[src/rtl/hazard_scoreboard_pkg.sv]
// Shared definitions for the hazard scoreboard: opcode map, instruction
// field positions, hazard cause codes and the decoded-instruction record.
package hazard_scoreboard_pkg;

    localparam int OPC_W       = 4;
    localparam int REG_FIELD_W = 4;
    localparam int RD_LSB      = 8;
    localparam int RS1_LSB     = 4;
    localparam int RS2_LSB     = 0;

    typedef enum logic [OPC_W-1:0] {
        OP_NOP = 4'd0,
        OP_ADD = 4'd1,
        OP_SUB = 4'd2,
        OP_AND = 4'd3,
        OP_OR  = 4'd4,
        OP_LW  = 4'd8,
        OP_SW  = 4'd9,
        OP_BEQ = 4'd10,
        OP_JMP = 4'd11,
        OP_RET = 4'd12
    } opcode_e;

    typedef enum logic [1:0] {
        CAUSE_NONE  = 2'd0,
        CAUSE_RAW   = 2'd1,
        CAUSE_CTRL  = 2'd2,
        CAUSE_FLUSH = 2'd3
    } cause_e;

    typedef struct packed {
        logic [REG_FIELD_W-1:0] rd;
        logic [REG_FIELD_W-1:0] rs1;
        logic [REG_FIELD_W-1:0] rs2;
        logic [REG_FIELD_W-1:0] base;
        logic                   uses_rs1;
        logic                   uses_rs2;
        logic                   uses_rd_src;
        logic                   uses_base;
        logic                   writes_rd;
        logic                   is_load;
        logic                   is_ctrl;
    } decode_t;

    // Larger of two integers, used for sizing counters at elaboration.
    function automatic int max_int(input int a, input int b);
        return (a > b) ? a : b;
    endfunction

endpackage

[src/rtl/hazard_scoreboard_instr_decode.sv]
// Purely combinational instruction decoder: extracts register fields and
// classifies which registers the instruction reads and writes.
module instr_decode
    import hazard_scoreboard_pkg::*;
#(
    parameter int IW       = 16,
    parameter int BASE_REG = 14
) (
    input  logic [IW-1:0] instr,
    output decode_t       dec
);

    logic [OPC_W-1:0] opc_s;

    assign opc_s = instr[IW-1 -: OPC_W];

    // Field extraction and per-opcode read/write classification.
    always_comb begin
        dec             = '0;
        dec.rd          = instr[RD_LSB  +: REG_FIELD_W];
        dec.rs1         = instr[RS1_LSB +: REG_FIELD_W];
        dec.rs2         = instr[RS2_LSB +: REG_FIELD_W];
        dec.base        = REG_FIELD_W'(BASE_REG);
        case (opc_s)
            OP_ADD, OP_SUB, OP_AND, OP_OR: begin
                dec.uses_rs1  = 1'b1;
                dec.uses_rs2  = 1'b1;
                dec.writes_rd = 1'b1;
            end
            OP_LW: begin
                // Address comes from the implicit base register.
                dec.uses_base = 1'b1;
                dec.writes_rd = 1'b1;
                dec.is_load   = 1'b1;
            end
            OP_SW: begin
                // rd field carries the data being stored.
                dec.uses_base   = 1'b1;
                dec.uses_rd_src = 1'b1;
            end
            OP_BEQ: begin
                dec.uses_rs1 = 1'b1;
                dec.uses_rs2 = 1'b1;
                dec.is_ctrl  = 1'b1;
            end
            OP_JMP, OP_RET: begin
                dec.is_ctrl = 1'b1;
            end
            default: begin
                dec.writes_rd = 1'b0;
            end
        endcase
    end

endmodule

[src/rtl/hazard_scoreboard.sv]
// Issue-stage hazard scoreboard: per-register latency down-counters and a
// control-hazard counter gate instruction acceptance, report the stall cause
// and count stalled cycles.
module hazard_scoreboard
    import hazard_scoreboard_pkg::*;
#(
    parameter int IW       = 16,
    parameter int NUM_REGS = 16,
    parameter int LAT_ALU  = 2,
    parameter int LAT_LOAD = 3,
    parameter int CTRL_LAT = 3,
    parameter bit FWD_EN   = 1'b0,
    parameter int BASE_REG = 14
) (
    input  logic          clk,
    input  logic          rst_n,
    input  logic          issue_valid,
    input  logic [IW-1:0] issue_instr,
    output logic          issue_ready,
    input  logic          flush,
    output logic [1:0]    hazard_cause,
    output logic          busy,
    output logic [15:0]   stall_count
);

    localparam int CNT_MAX = max_int(LAT_LOAD, CTRL_LAT);
    localparam int CNT_W   = $clog2(CNT_MAX + 1);

    localparam logic [CNT_W-1:0] CNT_ZERO = {CNT_W{1'b0}};
    localparam logic [CNT_W-1:0] CNT_ONE  = CNT_W'(1);

    logic [CNT_W-1:0]    cnt_q [NUM_REGS];
    logic [CNT_W-1:0]    cnt_d [NUM_REGS];
    logic [CNT_W-1:0]    ctrl_cnt_q;
    logic [CNT_W-1:0]    ctrl_cnt_d;
    logic [15:0]         stall_count_q;
    logic [15:0]         stall_count_d;

    decode_t             dec_s;
    logic [NUM_REGS-1:0] pending_s;
    logic                raw_s;
    logic                ready_s;
    logic                fire_s;
    logic [CNT_W-1:0]    lat_s;
    cause_e              cause_s;

    instr_decode #(
        .IW       (IW),
        .BASE_REG (BASE_REG)
    ) u_decode (
        .instr (issue_instr),
        .dec   (dec_s)
    );

    // A register is a hazard source only when read, non-zero and still pending.
    function automatic logic reg_pending(input logic                   used_f,
                                         input logic [REG_FIELD_W-1:0] idx,
                                         input logic [NUM_REGS-1:0]    pend);
        return used_f && (idx != {REG_FIELD_W{1'b0}}) &&
               (int'(idx) < NUM_REGS) && pend[idx];
    endfunction

    // Pending-write map and RAW detection over every source the instruction reads.
    always_comb begin
        pending_s = '0;
        for (int r = 0; r < NUM_REGS; r++) begin
            pending_s[r] = (cnt_q[r] != CNT_ZERO);
        end
        raw_s = reg_pending(dec_s.uses_rs1,    dec_s.rs1,  pending_s) ||
                reg_pending(dec_s.uses_rs2,    dec_s.rs2,  pending_s) ||
                reg_pending(dec_s.uses_rd_src, dec_s.rd,   pending_s) ||
                reg_pending(dec_s.uses_base,   dec_s.base, pending_s);
    end

    // Acceptance and write latency of the presented instruction.
    always_comb begin
        ready_s = rst_n && !flush && (ctrl_cnt_q == CNT_ZERO) && !raw_s;
        fire_s  = issue_valid && ready_s;
        if (FWD_EN) begin
            lat_s = dec_s.is_load ? CNT_ONE : CNT_ZERO;
        end else begin
            lat_s = dec_s.is_load ? CNT_W'(LAT_LOAD) : CNT_W'(LAT_ALU);
        end
    end

    // Next counter values: a new write load wins over the running decrement.
    always_comb begin
        for (int r = 0; r < NUM_REGS; r++) begin
            cnt_d[r] = CNT_ZERO;
            if (r == 0) begin
                cnt_d[r] = CNT_ZERO;
            end else if (fire_s && dec_s.writes_rd && (int'(dec_s.rd) == r)) begin
                cnt_d[r] = lat_s;
            end else if (cnt_q[r] != CNT_ZERO) begin
                cnt_d[r] = cnt_q[r] - CNT_ONE;
            end else begin
                cnt_d[r] = CNT_ZERO;
            end
        end

        // Flush redirects the front end, so no control shadow remains.
        ctrl_cnt_d = CNT_ZERO;
        if (flush) begin
            ctrl_cnt_d = CNT_ZERO;
        end else if (fire_s && dec_s.is_ctrl) begin
            ctrl_cnt_d = CNT_W'(CTRL_LAT);
        end else if (ctrl_cnt_q != CNT_ZERO) begin
            ctrl_cnt_d = ctrl_cnt_q - CNT_ONE;
        end else begin
            ctrl_cnt_d = CNT_ZERO;
        end

        stall_count_d = stall_count_q;
        if (issue_valid && !ready_s && (stall_count_q != 16'hFFFF)) begin
            stall_count_d = stall_count_q + 16'd1;
        end else begin
            stall_count_d = stall_count_q;
        end
    end

    // Stall cause with flush over control over RAW priority.
    always_comb begin
        cause_s = CAUSE_NONE;
        if (!rst_n || !issue_valid) begin
            cause_s = CAUSE_NONE;
        end else if (flush) begin
            cause_s = CAUSE_FLUSH;
        end else if (ctrl_cnt_q != CNT_ZERO) begin
            cause_s = CAUSE_CTRL;
        end else if (raw_s) begin
            cause_s = CAUSE_RAW;
        end else begin
            cause_s = CAUSE_NONE;
        end
    end

    // Scoreboard state registers with synchronous active-low reset.
    always_ff @(posedge clk) begin
        if (!rst_n) begin
            for (int r = 0; r < NUM_REGS; r++) begin
                cnt_q[r] <= CNT_ZERO;
            end
            ctrl_cnt_q    <= CNT_ZERO;
            stall_count_q <= 16'd0;
        end else begin
            for (int r = 0; r < NUM_REGS; r++) begin
                cnt_q[r] <= cnt_d[r];
            end
            ctrl_cnt_q    <= ctrl_cnt_d;
            stall_count_q <= stall_count_d;
        end
    end

    assign issue_ready  = ready_s;
    assign hazard_cause = cause_s;
    assign busy         = rst_n && ((|pending_s) || (ctrl_cnt_q != CNT_ZERO));
    assign stall_count  = stall_count_q;

endmodule
[config.mk]
export PLATFORM = sky130hd
export DESIGN_NAME = hazard_scoreboard
export DESIGN_NICKNAME = d
export VERILOG_FILES = /design/src/rtl/hazard_scoreboard_pkg.sv /design/src/rtl/hazard_scoreboard_instr_decode.sv /design/src/rtl/hazard_scoreboard.sv
export SDC_FILE = /design/constraint.sdc
export NUM_CORES = 1
export LEC_CHECK = 0
export CORE_ASPECT_RATIO = 1.2
export CORE_MARGIN = 4
export CORE_UTILIZATION = 43
export DETAILED_ROUTE_END_ITERATION = 8
export PLACE_DENSITY = 0.75
export SETUP_SLACK_MARGIN = 0.05
export SKIP_LAST_GASP = 1
export SYNTH_ARGS = -nofsm -noshare
export SYNTH_HDL_FRONTEND = slang
export SYNTH_SLANG_ARGS = --single-unit
[constraint.sdc]
create_clock -name clk -period 2.7 [get_ports clk]
set_input_delay 0.54 -clock clk [delete_from_list [all_inputs] [get_ports clk]]
set_output_delay 0.54 -clock clk [all_outputs]
set_load 0.05 [all_outputs]
==> flow_summary.toml, run 1 <==
[critical_path]
arrival_ns = 2.47
critical_path_class = "register to output port"
critical_path.slowest_cell = "or4_4"
startpoint_type = "register"
path_buf_inv = 1
cp_max_fo = 4
crit_family = "compound AO/OA/AOI/OAI gates"
cpPeakStageDelay_ns = 0.51
crit_chain = "or4_4, o31a_1, a21oi_2, nor4_4, o31ai_2, and2_4, nor3_2, o211a_2, buf_12"
crit_path_end_kind = "output port"
crit_required_ns = 2.16

[clocking]
clkLatencyLatePin_ns = 0.32
clockBufferDepth = 2
cts_tree = "yes"
cts_sinks = 48
cts_root_buf = "clkbuf_8"
path_clk_slew_ns = 0.09
cts_max_level = 2
numCtsBuffers = 5

[synthesis]
synth_area_leaders = "dfxtp_1 (34%), mux2i_1 (6.7%), nand3b_1 (4.3%)"
syn_avg_cell_area_sq_um = 8.506
ys_types = 53
synth_area_sq_um = 2824
synth_area_leader_cell = "dfxtp_1"
synth-seq-cells = 48
synth_nets = 353
synth_edf_count = 0
ys_warn_count = 0
synth_cells = 332
ys_top_cells_by_count = "dfxtp_1 (48), a21oi_1 (23), nor2_1 (23)"
netlist.area_leader.share_pct = 34.03
synth_ff_type = "dfxtp_1"
async_flop_share_pct = 0
yosysSeqAreaShare_pct = 34.03
post-synth-top-count-cell = "dfxtp_1"

[layout]
diodes = 0
postLayoutCoreUtil_pct = 70.94
area_delta_synth_final_pct = 60.92
drive_above_1_share_pct = 42.83
finish.instance_area_sq_um = 4544
nNetsFinal = 466
final_cells = 531

[outcome]
failed_checks = "negative setup slack"
status = "finished, violations left"

[placement]
place_hpwl_microns = 6077
placed_cells = 503
placed_cell_area_sq_um = 3765
dp_slack_ns = -0.8489
io_buffers = 39
gp_congestion = 0.9413

[detailed_routing]
wl_microns = 9659
wl_per_cell_microns = 18.19
first_pass_iters = 4
dr_total_vias = 3199
drt_iter0_drc = 190
antenna_left = 0
drc = 0
vias_per_cell = 6.024

[die]
die_x_microns = 81.98
initial_core_util_pct = 44.08
die_y_microns = 96.78
pin_count = 40
rows = 32
dieArea_sq_um = 7934
core_sq_um = 6406

[global_route]
grt_pass1_vias = 2954
grt_pass1_wl_microns = 13890
antenna_found_initial = 0
grt.overflow.total = 0
grtUsageTotal_pct = 22.09
grt_max_degree = 39

[timing]
relSlewSlack_pct = 51.33
finalWorstSetupSlack_ns = -0.3125
period_needed_ns = 3.012
worst_slew_pin_slew_ns = 0.7299
drv_slew = 0
setup_viol = 23
finalClockSkew_ns = 0.007156
grt_setup_unrepaired = "true"
timing.final.crit_share_pct = 111.6
holdWs_ns = 0.5095
fmax_ghz = 0.3320
finalHoldViolCount = 0

[power_and_ir_drop]
leakage_uw = 0.001686
vdd_ir_drop_max_mv = 0.2166
powerDensity_nw_per_um2 = 338.3

[min_path]
hold_class = "register to register"

[flow_run]
maxCapViolCount = 0
stage by stage:
step           setup TNS, ns  power, uW
3_3_place_gp          -27.61      977.0
3_5_place_dp          -31.90      980.6
2_1_floorplan        -0.2178      858.7
5_1_grt               -5.715       1584
6_report              -2.643       1538
4_1_cts              -0.5833       1468
where the power goes:
group	internal, uW	leakage (uW)	switching, uW
Sequential	711	0.000393	4.91
Clock	208	0.0000434	275
Combinational	164	0.00125	175
Total	1080	0.00169	454
flip-flops by register name, indices dropped and copies added, names as in the netlist:
register,count
stall_count,16
cnt_q,30
ctrl_cnt_q,2
cell type report:
| cell class | count | area (sq um) |
|---|---|---|
| clock buffers | 6 | 82.58 |
| clock inverters | 2 | 15.01 |
| fillers | 474 | 1862 |
| inverters | 3 | 11.26 |
| multi-input cells | 263 | 2173 |
| flip-flops and latches | 48 | 975.9 |
| well taps | 85 | 106.4 |
| repair buffers | 124 | 1180 |
repair_timing:
| item | in CTS | in global routing |
|---|---|---|
| hold buffers | 0 | 0 |
| gates resized for setup | 54 | 86 |
| endpoints found under the setup margin | 48 | 43 |
| pin swaps | 15 | 37 |
| buffers inserted | 5 | 12 |
| gates cloned | 1 | 3 |
path summary, 6_finish.rpt:
path,startpoint,endpoint,slack (ns),depth (start not counted)
setup reg to reg,cnt_q[1][7],stall_count[12],-0.20,12
hold / removal,stall_count[1],stall_count[1],0.51,2
setup / recovery,cnt_q[0][9],hazard_cause[0],-0.31,9
hold reg to reg,stall_count[1],stall_count[1],0.51,2
worst min-delay path: stages, from the launching register on:
cell,delay (ns)
dfxtp_1,0.35
nand2_1,0.06
mux2i_1,0.05
placed cells by master (no fill, tap or decap), drive strengths merged, types with 4 or more instances in the layout:
| master | instances |
|---|---|
| nor2 | 23 |
| clkdlybuf4s50 | 27 |
| nor3 | 20 |
| buf | 91 |
| o31ai | 11 |
| nor3b | 4 |
| nand3b | 16 |
| or4 | 14 |
| nand3 | 7 |
| dfxtp | 48 |
| nand2 | 21 |
| nand2b | 9 |
| or3 | 5 |
| and2 | 14 |
| o21ai | 7 |
| clkbuf | 8 |
| nor4 | 10 |
| a21oi | 24 |
| nand4 | 9 |
| mux2i | 19 |
| o21a | 13 |
kinds of logic after synthesis:
group	count (synthesis)	share of synthesized area (%)
simple gates	163	34.12
compound gates	73	17.77
flops	48	34.03
mux	24	9.526
buf+inv	22	3.810
xor+xnor	1	0.3102
fa+ha+maj	1	0.4430
per-layer routing:
| layer | vias to the layer above | part of all wire (%) | global-route usage [%] |
|---|---|---|---|
| met2 | 121 | 54 | 37.83 |
| met3 | 45 | 4.5 | 3.445 |
| met1 | 1546 | 38 | 26.14 |
| met4 | 0 | 4.3 | 10.36 |
| met5 | - | 0 | 0 |
| li1 | 1487 | - | - |
(Power assumes the default switching activity.)
==> inputs of run 2 (changes only) <==
--- a/config.mk
+++ b/config.mk
@@ -11,6 +11,7 @@
 export DETAILED_ROUTE_END_ITERATION = 8
 export PLACE_DENSITY = 0.75
 export SETUP_SLACK_MARGIN = 0.05
+export SKIP_CTS_REPAIR_TIMING = 1
 export SKIP_LAST_GASP = 1
 export SYNTH_ARGS = -nofsm -noshare
 export SYNTH_HDL_FRONTEND = slang
==> run 2 against run 1 <==
  * The flow still finishes with violations (negative setup slack)
  * Critical endpoint unchanged
  * Cell area shrank 11%
  * Largest power group unchanged
  * Wire length down 10%
  * Register-to-register slack gained 0.06 ns
  * Sequential cell count did not move
  * Clock power decreased by 1%
  * Setup slack lost 0.011 ns
  * Highest routed layer unchanged
==> flow_summary.toml, run 2 (synthesis gave the netlist of run 1 again) <==
[global_route]
grt.overflow.total = 0
grtUsageTotal_pct = 20.36
grt_pass1_vias = 2759
antenna_found_initial = 0
use_met1_pct = 25.68
grt_pass1_wl_microns = 12920
use_met2_pct = 33.98
grt_use_met3_pct = 2.886
grt_max_degree = 39
grt.busiest_layer = "met2"

[timing]
finalWorstSetupSlack_ns = -0.3236
fin_tns_setup_ns = -1.172
finalHoldViolCount = 0
finalClockSkew_ns = 0.007105
drv_slew = 0
fmax_ghz = 0.3307
timing.final.crit_share_pct = 112.0
period_needed_ns = 3.024
relSlewSlack_pct = 55.33
setup_viol = 10
grt_setup_unrepaired = "true"
worst_slew_pin_slew_ns = 0.6655

[clocking]
cts_max_level = 2
numCtsBuffers = 5
path_clk_slew_ns = 0.09
clkLatencyLatePin_ns = 0.31
clockBufferDepth = 2
cts_root_buf = "clkbuf_8"
cts_tree = "yes"
cts_sinks = 48

[layout]
final_common_cell = "buf_4"
largest_reg_flops = 30
fillers = 563
regMostFlops = "cnt_q"
final_cell_mix = "buf_4 (76), dfxtp_1 (41), clkdlybuf4s50_1 (27), a21oi_1 (22)"
area_delta_synth_final_pct = 43.77
nNetsFinal = 458
finish.instance_area_sq_um = 4060
drive_above_1_share_pct = 31.05
diodes = 0
postLayoutCoreUtil_pct = 63.38

[critical_path]
crit_path_end_kind = "output port"
crit_family = "simple AND/OR/NAND/NOR gates"
arrival_ns = 2.48
startpoint_type = "primary input"
critical_path.slowest_cell = "or4_1"
critical_path_class = "primary input to output port"
crit_chain = "buf_6, or4_1, o31a_1, nand4b_1, nand4_1, o31ai_4, and2_4, nor3_2, o211a_2, buf_12"
crit_required_ns = 2.16
cpPeakStageDelay_ns = 0.51
path_buf_inv = 2
cp_max_fo = 4

[placement]
dp_slack_ns = -0.8489
gp_congestion = 0.9413
placed_cell_area_sq_um = 3765
io_buffers = 39
place_hpwl_microns = 6077

[power_and_ir_drop]
power_uw = 1472
powerDensity_nw_per_um2 = 362.6
vdd_ir_drop_max_mv = 0.1887
leakage_uw = 0.001525

[detailed_routing]
wl_microns = 8668
vias_per_cell = 5.897
first_pass_iters = 4
wl_per_cell_microns = 16.57
drc = 0
dr_total_vias = 3084
antenna_left = 0
drt_iter0_drc = 202

[outcome]
failed_checks = "negative setup slack"
status = "finished, violations left"

[die]
rows = 32
core_sq_um = 6406
pin_count = 40
initial_core_util_pct = 44.08
dieArea_sq_um = 7934
die_y_microns = 96.78
die_x_microns = 81.98

[min_path]
hold_class = "register to register"

[flow_run]
maxCapViolCount = 0
-- run 2: changes by cell type in the layout (fill, tap and decap cells not counted), moves of 8 or more --
cell and change:
buf_4 +12, or4_4 -8, a21oi_1 +12, or4_1 +8
buf_6 -16, a21oi_2 -12
-- run 2: metal layers --
layer  vias up  part of all wire (%)
li1       1480                     -
met1      1470                    41
met2       115                    53
met3        19                   4.4
met4         0                   2.3
met5         -                     0
-- run 2: cell type report --
type / instances / area (sq um) / share of cell area, %
Clock buffer: 6 / 82.58 / 2.034
Clock inverter: 2 / 15.01 / 0.3698
Inverter: 3 / 11.26 / 0.2774
Multi-Input combinational cell: 264 / 1878 / 46.26
Sequential cell: 48 / 969.7 / 23.88
Tap cell: 85 / 106.4 / 2.619
Timing Repair Buffer: 115 / 997.2 / 24.56
-- run 2: per-stage QoR --
stage	hold WS (ns)	instances
2_1_floorplan	0.4613	332
3_3_place_gp	0.4814	503
3_5_place_dp	0.4894	503
4_1_cts	0.5029	511
5_1_grt	0.5133	523
6_report	0.4910	523
-- run 2: path summary, 6_finish.rpt --
path / slack, ns / cells past startpoint / to / startpoint
worst max-delay path: -0.32 / 10 / hazard_cause[0] / issue_instr[5]
worst min-delay path: 0.49 / 2 / cnt_q[0][9] / cnt_q[0][9]
worst max register to register: -0.14 / 11 / stall_count[3] / cnt_q[1][15]
worst min register to register: 0.49 / 2 / cnt_q[0][9] / cnt_q[0][9]
-- run 2: worst register-to-register path, stage by stage (launching register included) --
cell and delay (ns):
dfxtp_2 0.36, nor2_2 0.07, mux4_2 0.45, nor2b_2 0.16, nor4_2 0.31, o31ai_2 0.12, buf_4 0.17, and3_4 0.22
buf_4 0.14, buf_4 0.12, or4_1 0.49, a21oi_1 0.15
-- run 2: power breakdown --
part	internal [uW]	switching (uW)	total [uW]
clock	208	268	476
sequential	711	4.98	716
combinational	134	145	280
==> inputs of run 3 (changes only) <==
--- a/config.mk
+++ b/config.mk
@@ -5,6 +5,7 @@
 export SDC_FILE = /design/constraint.sdc
 export NUM_CORES = 1
 export LEC_CHECK = 0
+export ABC_AREA = 0
 export CORE_ASPECT_RATIO = 1.2
 export CORE_MARGIN = 4
 export CORE_UTILIZATION = 43
@@ -12,7 +13,6 @@
 export PLACE_DENSITY = 0.75
 export SETUP_SLACK_MARGIN = 0.05
 export SKIP_CTS_REPAIR_TIMING = 1
-export SKIP_LAST_GASP = 1
 export SYNTH_ARGS = -nofsm -noshare
 export SYNTH_HDL_FRONTEND = slang
 export SYNTH_SLANG_ARGS = --single-unit
==> run 3 against run 2 <==
  * The flow still finishes with violations (negative setup slack)
  * Critical path depth is 1 lower
  * Non-clock buffer count stayed put
  * Sequential cell count stayed put
  * Die area stayed put
  * Clock skew is 0.0014 ns lower
  * Combinational power hardly changed
  * Largest cell class unchanged
  * Sequential power hardly changed
  * Register-to-register slack hardly changed
  * Worst hold slack better by 0.0027 ns
  * Critical endpoint unchanged
  * Fmax is 0.16% higher
  * Cell area is 0.18% higher
==> flow_summary.toml, run 3 (synthesis gave the netlist of run 1 again) <==
[clocking]
cts_max_level = 2
cts_root_buf = "clkbuf_8"
cts_tree = "yes"
numCtsBuffers = 5
cts_sinks = 48
clkLatencyLatePin_ns = 0.32
path_clk_slew_ns = 0.09
clockBufferDepth = 2

[global_route]
grt_pass1_wl_microns = 12920
antenna_found_initial = 0
grt.overflow.total = 0
grt_max_degree = 39
grtUsageTotal_pct = 20.36
grt_pass1_vias = 2759

[placement]
io_buffers = 39
placed_cell_area_sq_um = 3765
gp_congestion = 0.9413
place_hpwl_microns = 6077

[timing]
finalClockSkew_ns = 0.005695
setup_viol = 10
period_needed_ns = 3.019
fmax_ghz = 0.3313
drv_slew = 0
relSlewSlack_pct = 54.57
fin_tns_setup_ns = -1.170
grt_setup_unrepaired = "true"
finalHoldViolCount = 0
finalWorstSetupSlack_ns = -0.3188
worst_slew_pin_slew_ns = 0.6769
timing.final.crit_share_pct = 111.8

[power_and_ir_drop]
powerDensity_nw_per_um2 = 362.5
power_uw = 1474
leakage_uw = 0.001526
vdd_ir_drop_max_mv = 0.1879

[detailed_routing]
wl_per_cell_microns = 16.73
drt_iter0_drc = 243
first_pass_iters = 4
antenna_left = 0
dr_total_vias = 3069
drc = 0
vias_per_cell = 5.868
wl_microns = 8751

[layout]
largest_reg_flops = 30
drive_above_1_share_pct = 31.28
diodes = 0
area_delta_synth_final_pct = 44.04
nNetsFinal = 458
finish.instance_area_sq_um = 4068
regMostFlops = "cnt_q"
final_cell_mix = "buf_4 (76), dfxtp_1 (41), clkdlybuf4s50_1 (27)"
final_common_cell = "buf_4"

[outcome]
status = "finished, violations left"
failed_checks = "negative setup slack"

[min_path]
hold_class = "register to register"

[die]
core_sq_um = 6406
rows = 32
initial_core_util_pct = 44.08
die_x_microns = 81.98
die_y_microns = 96.78
pin_count = 40
dieArea_sq_um = 7934

[critical_path]
critical_path_class = "register to output port"
crit_path_end_kind = "output port"
crit_required_ns = 2.16
startpoint_type = "register"
cp_max_fo = 5
arrival_ns = 2.48

[flow_run]
maxCapViolCount = 0
## run 3: worst paths after layout
| path | end | from | slack (ns) | cells past startpoint |
|---|---|---|---|---|
| worst max register to register | stall_count[3] | cnt_q[1][15] | -0.14 | 11 |
| worst min register to register | cnt_q[0][9] | cnt_q[0][9] | 0.49 | 2 |
| worst max-delay path | hazard_cause[0] | cnt_q[0][9] | -0.32 | 9 |
| worst min-delay path | cnt_q[0][9] | cnt_q[0][9] | 0.49 | 2 |
## run 3: routing by layer
| layer | vias to the layer above | share of wire (%) | GRT usage (%) |
|---|---|---|---|
| li1 | 1477 | - | - |
| met1 | 1462 | 40 | 25.68 |
| met2 | 110 | 52 | 33.98 |
| met3 | 20 | 5.2 | 2.886 |
| met4 | 0 | 2.9 | 8.312 |
| met5 | - | 0 | 0 |
## run 3: critical path, stage by stage (launching register included)
cell and delay (ns):
dfxtp_2 0.35, or4_1 0.53, o31a_1 0.13, a21oi_2 0.14, nor4_2 0.08, o31ai_2 0.26
and2_4 0.21, nor3_2 0.04, o211a_2 0.28, buf_12 0.15
## run 3: cell type report
cell class | count | area [sq um]
Clock buffer | 6 | 82.58
Fill cell | 559 | 2338
Tap cell | 85 | 106.4
Timing Repair Buffer | 115 | 1001
Inverter | 3 | 11.26
Clock inverter | 2 | 15.01
Multi-Input combinational cell | 264 | 1882
Sequential cell | 48 | 969.7
## run 3: power by group
group	switching (uW)	internal (uW)	total (uW)
clock	270	208	478
combinational	145	135	280
sequential	4.91	711	716
total	420	1050	1470
## run 3: per-stage QoR
step           hold WS [ns]  setup slack [ns]  std cells  util (%)
3_5_place_dp         0.4894           -0.8489        503     58.77
6_report             0.4937           -0.3188        523     63.50
4_1_cts              0.5029           -0.8053        511     60.29
2_1_floorplan        0.4613           -0.1278        332         -
3_3_place_gp         0.4814           -0.7336        503     58.77
5_1_grt              0.5133           -0.3693        523     63.50
